## config.mk

```make
export PLATFORM = sky130hd
export DESIGN_NAME = triangle_dispatcher_flat
export DESIGN_NICKNAME = d
export VERILOG_FILES = /design/src/rtl/gpu_pkg.sv /design/src/rtl/triangle_dispatcher_if.sv /design/src/rtl/tri_fifo.sv /design/src/rtl/triangle_dispatcher.sv /design/src/flat_wrapper.sv
export SDC_FILE = /design/constraint.sdc
export NUM_CORES = 1
export LEC_CHECK = 0
export CAP_MARGIN = 0
export CORE_ASPECT_RATIO = 0.6
export CORE_MARGIN = 10
export CORE_UTILIZATION = 59
export DETAILED_ROUTE_END_ITERATION = 16
export PLACE_DENSITY = 0.77
export SLEW_MARGIN = 20
export SYNTH_ARGS = -nofsm -noshare
export SYNTH_HDL_FRONTEND = slang
export SYNTH_SLANG_ARGS = --single-unit
```

## constraint.sdc

```tcl
create_clock -name clk -period 4.5 [get_ports clk]
set_input_delay 0.45 -clock clk [delete_from_list [all_inputs] [get_ports clk]]
set_output_delay 0.45 -clock clk [all_outputs]
set_load 0.005 [all_outputs]
```

## src/rtl/gpu_pkg.sv

```systemverilog
//==============================================================================
// Module   : gpu_pkg
// Brief    : Shared types for the triangle front end: vertex/triangle
//            containers, dispatcher states and vertex-word addressing helpers.
// Revision : 1.0
//==============================================================================
`default_nettype none

package gpu_pkg;

    localparam int VERTEX_WORDS = 9;

    typedef logic [31:0] float_t;

    // Component index 0 = x, 1 = y, 2 = z.
    typedef logic [2:0][31:0] vertex_t;

    typedef struct packed {
        vertex_t [2:0] v;
        logic          eof;
    } triangle_t;

    typedef enum logic [1:0] {
        IDLE      = 2'd0,
        START     = 2'd1,
        WAIT_DONE = 2'd2,
        SWAP      = 2'd3
    } dispatch_state_e;

    // Word stream order is x1,y1,z1,x2,... so word n lands in vertex n/3.
    function automatic logic [1:0] word_vertex(input logic [3:0] idx);
        logic [1:0] v;
        if (idx < 4'd3)
            v = 2'd0;
        else if (idx < 4'd6)
            v = 2'd1;
        else
            v = 2'd2;
        return v;
    endfunction

    function automatic logic [1:0] word_comp(input logic [3:0] idx);
        logic [1:0] c;
        case (idx)
            4'd0, 4'd3, 4'd6: c = 2'd0;
            4'd1, 4'd4, 4'd7: c = 2'd1;
            default:          c = 2'd2;
        endcase
        return c;
    endfunction

endpackage

`default_nettype wire

```

## src/rtl/triangle_dispatcher_if.sv

```systemverilog
//==============================================================================
// Module   : triangle_dispatcher_if
// Brief    : Valid/ready vertex-word stream into the triangle dispatcher.
// Revision : 1.0
//==============================================================================
`default_nettype none

interface triangle_dispatcher_if;
    import gpu_pkg::*;

    logic   in_valid;
    logic   in_ready;
    float_t in_word;
    logic   in_eof;

    modport master (output in_valid, output in_word, output in_eof, input  in_ready);
    modport slave  (input  in_valid, input  in_word, input  in_eof, output in_ready);

endinterface

`default_nettype wire

```

## src/rtl/tri_fifo.sv

```systemverilog
//==============================================================================
// Module   : tri_fifo
// Brief    : Triangle FIFO written one vertex word at a time and popped one
//            whole triangle at a time; only complete triangles are counted.
// Revision : 1.0
//==============================================================================
`default_nettype none

module tri_fifo
    import gpu_pkg::*;
#(
    parameter int DEPTH = 4
) (
    input  wire logic                    clk,
    input  wire logic                    areset,
    input  wire logic                    i_valid,
    input  wire float_t                  i_word,
    input  wire logic                    i_eof,
    output logic                         o_ready,
    input  wire logic                    i_pop,
    output triangle_t                    o_head,
    output logic [$clog2(DEPTH):0]       o_level
);

    localparam int                  c_PTR_W = $clog2(DEPTH);
    localparam logic [c_PTR_W:0]    c_FULL  = DEPTH[c_PTR_W:0];
    localparam logic [3:0]          c_LAST  = 4'(VERTEX_WORDS - 1);

    triangle_t            r_mem [DEPTH];
    logic [c_PTR_W-1:0]   r_wr_ptr;
    logic [c_PTR_W-1:0]   r_rd_ptr;
    logic [c_PTR_W:0]     r_level;
    logic [3:0]           r_word_idx;
    logic                 r_live;

    logic w_accept;
    logic w_last;
    logic w_push;
    logic w_pop;

    // r_live holds in_ready low until the first edge after reset release.
    assign o_ready  = r_live && (r_level < c_FULL);
    assign w_accept = i_valid && o_ready;
    assign w_last   = (r_word_idx == c_LAST);
    assign w_push   = w_accept && w_last;
    assign w_pop    = i_pop && (r_level != '0);

    always_ff @(posedge clk or negedge areset) begin
        if (!areset) begin
            r_wr_ptr   <= '0;
            r_rd_ptr   <= '0;
            r_level    <= '0;
            r_word_idx <= '0;
            r_live     <= 1'b0;
        end else begin
            r_live <= 1'b1;
            if (w_accept)
                r_word_idx <= w_last ? 4'd0 : r_word_idx + 4'd1;
            if (w_push)
                r_wr_ptr <= r_wr_ptr + 1'b1;
            if (w_pop)
                r_rd_ptr <= r_rd_ptr + 1'b1;
            case ({w_push, w_pop})
                2'b10:   r_level <= r_level + 1'b1;
                2'b01:   r_level <= r_level - 1'b1;
                default: r_level <= r_level;
            endcase
        end
    end

    always_ff @(posedge clk) begin
        if (w_accept) begin
            r_mem[r_wr_ptr].v[word_vertex(r_word_idx)][word_comp(r_word_idx)] <= i_word;
            if (w_last)
                r_mem[r_wr_ptr].eof <= i_eof;
        end
    end

    assign o_head  = r_mem[r_rd_ptr];
    assign o_level = r_level;

endmodule

`default_nettype wire

```

## src/rtl/triangle_dispatcher.sv

```systemverilog
//==============================================================================
// Module   : triangle_dispatcher
// Brief    : Buffers assembled triangles and hands them to the rasterizer one
//            at a time, then requests a buffer swap at end of frame.
//            Optional watchdog on raster_done: define DISPATCH_TIMEOUT_EN.
// Revision : 1.0
//==============================================================================
`default_nettype none

module triangle_dispatcher
    import gpu_pkg::*;
#(
    parameter int DEPTH          = 4,
    parameter int START_HOLD     = 4,
    parameter int TIMEOUT_CYCLES = 1048576
) (
    input  wire logic                 clk,
    input  wire logic                 areset,
    triangle_dispatcher_if.slave      in_if,
    output vertex_t                   p1,
    output vertex_t                   p2,
    output vertex_t                   p3,
    output logic                      raster_start,
    input  wire logic                 raster_done,
    output logic                      swap_req,
    input  wire logic                 swap_ack,
    output logic                      busy,
    output logic [$clog2(DEPTH):0]    tri_level
`ifdef DISPATCH_TIMEOUT_EN
    , output logic                    timeout_err
`endif
);

    localparam int                   c_HOLD_W    = $clog2(START_HOLD + 1);
    localparam logic [c_HOLD_W-1:0]  c_HOLD_LAST = c_HOLD_W'(START_HOLD - 1);

    if (DEPTH < 2 || (DEPTH & (DEPTH - 1)) != 0 || START_HOLD < 1 || TIMEOUT_CYCLES < 1) begin : g_bad_param
        $error("triangle_dispatcher: illegal parameter combination");
    end

    dispatch_state_e        r_state;
    vertex_t                r_p1;
    vertex_t                r_p2;
    vertex_t                r_p3;
    logic                   r_raster_start;
    logic                   r_swap_req;
    logic [c_HOLD_W-1:0]    r_hold_cnt;

    triangle_t              w_head;
    logic [$clog2(DEPTH):0] w_level;
    logic                   w_done;
    logic                   w_pop;

    tri_fifo #(
        .DEPTH (DEPTH)
    ) u_fifo (
        .clk     (clk),
        .areset  (areset),
        .i_valid (in_if.in_valid),
        .i_word  (in_if.in_word),
        .i_eof   (in_if.in_eof),
        .o_ready (in_if.in_ready),
        .i_pop   (w_pop),
        .o_head  (w_head),
        .o_level (w_level)
    );

`ifdef DISPATCH_TIMEOUT_EN
    localparam int                 c_TO_W    = $clog2(TIMEOUT_CYCLES + 1);
    localparam logic [c_TO_W-1:0]  c_TO_LAST = c_TO_W'(TIMEOUT_CYCLES - 1);

    logic [c_TO_W-1:0] r_to_cnt;
    logic              r_timeout_err;
    logic              w_timeout;

    // A timeout is treated exactly like a raster_done for the pop and eof path.
    assign w_timeout = (r_state == WAIT_DONE) && (r_to_cnt == c_TO_LAST);
    assign w_done    = raster_done || w_timeout;

    always_ff @(posedge clk or negedge areset) begin
        if (!areset) begin
            r_to_cnt      <= '0;
            r_timeout_err <= 1'b0;
        end else begin
            if (r_state != WAIT_DONE || w_done)
                r_to_cnt <= '0;
            else
                r_to_cnt <= r_to_cnt + 1'b1;
            if (w_timeout && !raster_done)
                r_timeout_err <= 1'b1;
        end
    end

    assign timeout_err = r_timeout_err;
`else
    assign w_done = raster_done;
`endif

    assign w_pop = (r_state == WAIT_DONE) && w_done;

    always_ff @(posedge clk or negedge areset) begin
        if (!areset) begin
            r_state        <= IDLE;
            r_p1           <= '0;
            r_p2           <= '0;
            r_p3           <= '0;
            r_raster_start <= 1'b0;
            r_swap_req     <= 1'b0;
            r_hold_cnt     <= '0;
        end else begin
            case (r_state)
                IDLE: begin
                    if (w_level != '0) begin
                        r_p1           <= w_head.v[0];
                        r_p2           <= w_head.v[1];
                        r_p3           <= w_head.v[2];
                        r_raster_start <= 1'b1;
                        r_hold_cnt     <= '0;
                        r_state        <= START;
                    end
                end
                START: begin
                    if (r_hold_cnt == c_HOLD_LAST) begin
                        r_raster_start <= 1'b0;
                        r_state        <= WAIT_DONE;
                    end else begin
                        r_hold_cnt <= r_hold_cnt + 1'b1;
                    end
                end
                WAIT_DONE: begin
                    if (w_done) begin
                        if (w_head.eof) begin
                            r_swap_req <= 1'b1;
                            r_state    <= SWAP;
                        end else begin
                            r_state <= IDLE;
                        end
                    end
                end
                SWAP: begin
                    if (swap_ack) begin
                        r_swap_req <= 1'b0;
                        r_state    <= IDLE;
                    end
                end
                default: r_state <= IDLE;
            endcase
        end
    end

    assign p1           = r_p1;
    assign p2           = r_p2;
    assign p3           = r_p3;
    assign raster_start = r_raster_start;
    assign swap_req     = r_swap_req;
    assign tri_level    = w_level;
    assign busy         = (w_level != '0) || (r_state != IDLE);

endmodule

`default_nettype wire

```

## src/flat_wrapper.sv

```systemverilog
// flat-port wrapper written by rule: the top's interface ports become plain ports
module triangle_dispatcher_flat import gpu_pkg::*;
#(
    parameter int DEPTH          = 4,
    parameter int START_HOLD     = 4,
    parameter int TIMEOUT_CYCLES = 1048576
)
  (clk, areset, p1, p2, p3, raster_start, raster_done, swap_req, swap_ack, busy, tri_level, in_if_in_valid, in_if_in_word, in_if_in_eof, in_if_in_ready);
  triangle_dispatcher_if in_if_i ();
  input  wire logic clk;
  input  wire logic areset;
  output vertex_t p1;
  output vertex_t p2;
  output vertex_t p3;
  output logic raster_start;
  input  wire logic raster_done;
  output logic swap_req;
  input  wire logic swap_ack;
  output logic busy;
  output logic [$clog2(DEPTH):0] tri_level;
  input wire logic [$bits(in_if_i.in_valid)-1:0] in_if_in_valid;
  input wire logic [$bits(in_if_i.in_word)-1:0] in_if_in_word;
  input wire logic [$bits(in_if_i.in_eof)-1:0] in_if_in_eof;
  output wire logic [$bits(in_if_i.in_ready)-1:0] in_if_in_ready;
  assign in_if_i.in_valid = in_if_in_valid;
  assign in_if_i.in_word = in_if_in_word;
  assign in_if_i.in_eof = in_if_in_eof;
  assign in_if_in_ready = in_if_i.in_ready;
  triangle_dispatcher #(.DEPTH(DEPTH), .START_HOLD(START_HOLD), .TIMEOUT_CYCLES(TIMEOUT_CYCLES)) u_core (.clk(clk), .areset(areset), .in_if(in_if_i), .p1(p1), .p2(p2), .p3(p3), .raster_start(raster_start), .raster_done(raster_done), .swap_req(swap_req), .swap_ack(swap_ack), .busy(busy), .tri_level(tri_level));
endmodule
```

==> impl_metrics.yaml, run 1 <==
route:
  drc: 0
  drtIter0Drc: 2671
  vias: 24830
  final_antenna_net_count: 0
  drt_first_pass_iters: 5
  routed_wl_um: 122700
  via_per_inst: 6.186
  wire_per_inst_um: 30.57
layout:
  num-fill-cells: 5287
  drive_above_1_share_pct: 28.08
  nets: 2735
  area_growth_syn_to_layout_pct: 16.34
  final_cell_mix: "1156 x edfxtp_1, 305 x dfrtp_1, 300 x clkdlybuf4s50_1"
  mostFrequentLayoutCell: "edfxtp_1"
  fin_cells: 4014
worst_hold_path:
  whs_path_depth: 1
  min-delay-start: "in_if_in_word[8]"
  hold_path.class: "primary input to flip-flop"
  whs_endpoint: "u_core.u_fifo.r_mem[0][9]$_DFFE_PP_"
critical_path:
  worst_ep_arrival_time_ns: 2.62
  start_kind: "flip-flop"
  worstReg2RegStart: "u_core.u_fifo.r_word_idx[1]$_DFFE_PN0N_"
  ff2ff_setup_slack_ns: 1.49
  timing.critical_path.from: "u_core.u_fifo.o_level[2]$_DFFE_PN0P_"
  crit_fanout: 7
  worstReg2RegEnd: "u_core.u_fifo.r_mem[2][45]$_DFFE_PP_"
  required_ns: 4.05
  end_kind: "output port"
  critPathKind: "flip-flop to output port"
  worst-r2r-cell-count: 5
yosys:
  synthSimpleGateAreaFrac_pct: 0.8100
  dominantRegCellSynth: "edfxtp_1"
  syn_nets: 2344
  syn_area_sq_mm: 0.05375
  synthMuxAreaShare_pct: 18.21
  synth_cells: 2294
  synth-xor-area-share_pct: 0.1303
  async_flop_share_pct: 20.98
  synth-compound-area-share_pct: 0.3189
  yosys.area_share.adder_pct: 0.2933
  ys_types: 47
  yosys_warnings: 0
  avgSynthCellArea_sq_um: 23.43
  ys_ff_latch: 1463
  synth_edf_count: 1156
  ys_seq_area_share_pct: 78.87
  synth_top_family_by_area: "multiplexers"
clocking:
  clk_pin_slew_ns: 0.07
  cts_sinks: 1463
  cts_tree: "yes"
  cts_buffers: 121
  htreeDepth: 3
  clk_path_buf_depth: 3
  cts_resized: 0
  cts_root_buf: "clkbuf_16"
  clk-insertion-delay-late_ns: 0.73
die:
  start_util_pct: 59.74
  die_h_um: 253.8
  placementRows: 85
  ios: 333
  dieArea_sq_mm: 0.1040
  core_sq_mm: 0.08997
  fp.dieW_um: 409.7
global_routing:
  grt_pass1_vias: 26080
  grt.total_usage_pct: 23.86
  overflow: 0
  grt_max_degree: 103
  antenna_found_initial: 7
  grt_pass1_wl_um: 181300
timing:
  setup_violations: 0
  finClkSkew_ns: 0.02447
  tightest_slew_ns: 1.142
  hold_viol_final: 0
  report.final.slew_viol_count: 0
  slew_headroom_pct: 23.84
  fin_setup_tns_ns: 0
  period_minus_slack_ns: 3.072
  max_freq_mhz: 325.5
  rsz0062_at_grt: "no"
  holdWs_ns: 0.2977
  finalCritPeriodShare_pct: 68.28
place:
  io_buffers: 332
  dp_hpwl_um: 69430
  gp_congestion: 0.7667
  dp.cells: 3779
pwr:
  power.density_mw_per_mm2: 611.5
  ir_drop_mv: 0.4398
  power.leakage_uw: 0.02087
run_status:
  status: "finished clean"
run:
  maxCapViolCount: 0
worst max-delay path by stage:
stage               slack, ns  cells past startpoint                               endpoint
finish                   1.43                      3                                   busy
global route             1.33                      3  u_core.u_fifo.r_mem[2][240]$_DFFE_PP_
CTS                      1.40                      3                                   busy
detailed placement       1.13                      4  u_core.u_fifo.r_mem[0][278]$_DFFE_PP_
global placement         1.23                      4  u_core.u_fifo.r_mem[3][274]$_DFFE_PP_
floorplan                0.56                      6   u_core.u_fifo.r_mem[0][10]$_DFFE_PP_
state kept, by name, indices dropped and copies added, names as in the netlist:
register and count:
u_core.u_fifo.r_live 1, u_core.u_fifo.r_mem 1156, u_core.p3 96, u_core.r_hold_cnt 3, u_core.u_fifo.r_word_idx 4, u_core.p2 96
u_core.u_fifo.r_wr_ptr 2, u_core.raster_start 1, u_core.u_fifo.o_level 3, u_core.u_fifo.r_rd_ptr 2, u_core.p1 96, u_core.swap_req 1
u_core.r_state 2
critical path: stages, from the launching register on:
cell and delay, ns:
dfrtp_1 0.45, or3_1 0.58, or3_1 0.38, clkdlybuf4s50_1 0.48
cell families (layout without fill, tap and decap cells):
kind of cell             count (synthesis)  after routing
flip-flops                            1463           1463
multiplexers                           582            582
buffers and inverters                  118            616
AND/OR/NAND/NOR                         85             85
AO/OA/AOI/OAI                           25             25
adder cells (fa/ha/maj)                 12             12
XOR/XNOR                                 8              8
other                                    1              5
through the flow:
stage | setup slack, ns | utilization (%) | total power [uW] | cell area, sq um
global placement | 1.225 | 64.97 | 27690 | 58460
detailed placement | 1.131 | 64.98 | 28000 | 58460
CTS | 1.401 | 69.48 | 38690 | 62510
floorplan | 0.5611 | - | 22920 | 53750
finish | 1.428 | 69.50 | 38240 | 62540
global route | 1.333 | 69.49 | 39860 | 62530
power by group:
part / total [uW] / switching (uW) / internal (uW)
registers: 17500 / 1220 / 16300
logic: 10100 / 4210 / 5870
clock network: 10700 / 4680 / 6000
routing by layer:
layer / share of wire [%] / GRT usage (%)
met3: 8.8 / 5.540
met2: 50 / 38.81
met1: 39 / 32.98
met5: 0.016 / 0
met4: 2.4 / 6.023
cells in the mapped netlist, types with 4 or more instances:
| library cell | instances | share of area [%] |
|---|---|---|
| edfxtp_1 | 1156 | 65 |
| dfrtp_1 | 307 | 14 |
| mux4_2 | 288 | 12 |
| mux2_2 | 199 | 4.2 |
| mux2_1 | 90 | 1.9 |
| clkbuf_1 | 38 | 0.27 |
| nor2_1 | 31 | 0.22 |
| buf_2 | 30 | 0.28 |
| buf_6 | 23 | 0.48 |
| nor3_1 | 16 | 0.15 |
| buf_4 | 13 | 0.18 |
| ha_1 | 11 | 0.26 |
| inv_1 | 10 | 0.070 |
| nand3_1 | 9 | 0.084 |
| a21oi_1 | 8 | 0.074 |
| and2_1 | 5 | 0.058 |
| mux2i_1 | 5 | 0.093 |
| nand4_1 | 5 | 0.058 |
| nand2_1 | 4 | 0.028 |
| nand2b_1 | 4 | 0.047 |
| xnor2_1 | 4 | 0.065 |
| xor2_1 | 4 | 0.065 |
final cells by class:
class / instances / area, sq um / area share, %
Timing Repair Buffer: 375 / 3666 / 5.862
Multi-Input combinational cell: 713 / 10850 / 17.35
Inverter: 11 / 41.29 / 0.06603
Clock buffer: 176 / 3397 / 5.432
Antenna cell: 4 / 10.01 / 0.01601
Sequential cell: 1463 / 42400 / 67.81
Tap cell: 1218 / 1524 / 2.437
Clock inverter: 54 / 640.6 / 1.024
what timing repair did:
action | CTS | global route
endpoints found under the hold margin | 65 | 0
hold buffers | 1 | 0
setup buffers | 0 | 0
No activity file was read; power rests on OpenSTA's default activity.
==> run 2: changes to the inputs <==
clock period = 2.97 ns   (was 4.5 ns; I/O delays follow)
==> impl_metrics.yaml, run 2 (synthesized netlist as in run 1, its figures left out) <==
layout:
  fin_cells: 4067
  top_register: "u_core.u_fifo.r_mem"
  final_cell_mix: "1156 x edfxtp_1, 305 x dfrtp_1, 300 x clkdlybuf4s50_1"
  largest_reg_flops: 1156
  nets: 2787
  drive_above_1_share_pct: 29.70
  area_growth_syn_to_layout_pct: 18.57
  num-fill-cells: 5128
  mostFrequentLayoutCell: "edfxtp_1"
  fin_util_pct: 70.84
critical_path:
  crit_chain: "or3_1, or3_1, clkdlybuf4s50_1"
  critPathSlowestCell: "or3_1"
  required_ns: 2.67
  crit_top_cell: "or3_1"
  cp_top_family: "simple AND/OR/NAND/NOR gates"
  start_kind: "flip-flop"
  critPathKind: "flip-flop to output port"
  path_buf_inv: 1
  end_kind: "output port"
  worst_ep_arrival_time_ns: 2.58
  critPathMaxStageDelay_ns: 0.54
  crit_fanout: 7
timing:
  report.final.slew_viol_count: 0
  rsz0062_at_grt: "no"
  finalCritPeriodShare_pct: 97.03
  finClkSkew_ns: 0.01956
  setup_violations: 0
  hold_viol_final: 0
  tightest_slew_ns: 1.144
  slew_headroom_pct: 23.76
  period_minus_slack_ns: 2.882
  max_freq_mhz: 347.0
clocking:
  cts_tree: "yes"
  cts_sinks: 1463
  clk-insertion-delay-late_ns: 0.71
  htreeDepth: 3
  cts_buffers: 121
  clk_pin_slew_ns: 0.07
  clk_path_buf_depth: 3
  post-cts-setup-buffer-count: 0
  cts_root_buf: "clkbuf_16"
place:
  gp_congestion: 0.7784
  dp_hpwl_um: 71430
  dp.cells: 3830
  io_buffers: 332
global_routing:
  grt_pass1_vias: 26410
  grt_max_degree: 89
  overflow: 0
  antenna_found_initial: 10
  grt_pass1_wl_um: 184200
  grt.total_usage_pct: 24.13
route:
  vias: 25380
  wire_per_inst_um: 31.01
  drc: 0
  final_antenna_net_count: 0
  drt_first_pass_iters: 6
  routed_wl_um: 126100
  via_per_inst: 6.241
  drtIter0Drc: 2611
run:
  maxCapViolCount: 0
pwr:
  power.density_mw_per_mm2: 927.3
  power.leakage_uw: 0.02138
  ir_drop_mv: 0.7006
die:
  placementRows: 85
  die_h_um: 253.8
  dieArea_sq_mm: 0.1040
  core_sq_mm: 0.08997
  fp.dieW_um: 409.7
  start_util_pct: 59.74
  ios: 333
worst_hold_path:
  hold_path.class: "primary input to asynchronous set/reset pin"
run_status:
  status: "finished clean"
-- run 2: cell types whose count changed in the layout (fill, tap and decap cells not counted), sizes merged --
cell      change
buf          +51
bufinv        +4
clkbuf       -17
clkinv       +15
clkinvlp      -2
diode         +3
inv           -1
-- run 2: area by class of cell --
| class | count | area, sq um | share of cell area (%) |
|---|---|---|---|
| repair buffers | 427 | 4659 | 7.311 |
| clock buffers | 158 | 3415 | 5.357 |
| multi-input cells | 713 | 10890 | 17.09 |
| diodes | 7 | 17.52 | 0.02748 |
| inverters | 11 | 41.29 | 0.06478 |
| clock inverters | 70 | 783.3 | 1.229 |
| flip-flops and latches | 1463 | 42400 | 66.53 |
| well taps | 1218 | 1524 | 2.391 |
-- run 2: per-layer routing --
metal	track usage [%]	routed length [um]
met1	33.48	49540
met4	6.298	2816
met5	0	0
met3	4.086	9655
met2	40.23	64130
-- run 2: worst paths after layout --
kind	slack, ns	depth (start not counted)	startpoint	to
worst max-delay path	0.09	3	u_core.u_fifo.o_level[2]$_DFFE_PN0P_	busy
worst min register to register	0.49	1	u_core.p3[77]$_DFFE_PN0P_	u_core.p3[77]$_DFFE_PN0P_
min in group clk	0.24	1	in_if_in_word[28]	u_core.u_fifo.r_mem[3][189]$_DFFE_PP_
worst min-delay path	0.24	2	areset	u_core.p1[81]$_DFFE_PN0P_
worst max register to register	0.28	6	u_core.u_fifo.r_word_idx[1]$_DFFE_PN0N_	u_core.u_fifo.r_mem[3][99]$_DFFE_PP_
max in group asynchronous	1.86	3	areset	u_core.p1[43]$_DFFE_PN0P_
-- run 2: per-stage QoR --
stage	TNS (ns)	hold WS [ns]	power, uW	setup WS (ns)	instance area, sq um
floorplan	-399.03	0.001409	34740	-0.9689	53780
global placement	0	0.3818	42430	0.3099	59470
detailed placement	0	0.4037	42930	0.07844	59470
CTS	0	0.2028	59720	0.02575	63680
global route	0	0.2353	61360	0.03539	63720
finish	0	0.2362	59100	0.08832	63740
-- run 2: timing repair --
item,CTS,global route
endpoints found under the hold margin,78,0
hold buffers,1,0
gates resized for setup,0,0
-- run 2: report_power, final --
| part | internal (uW) | switching [uW] |
|---|---|---|
| Clock | 9560 | 7170 |
| Sequential | 24600 | 1740 |
| Combinational | 9280 | 6720 |
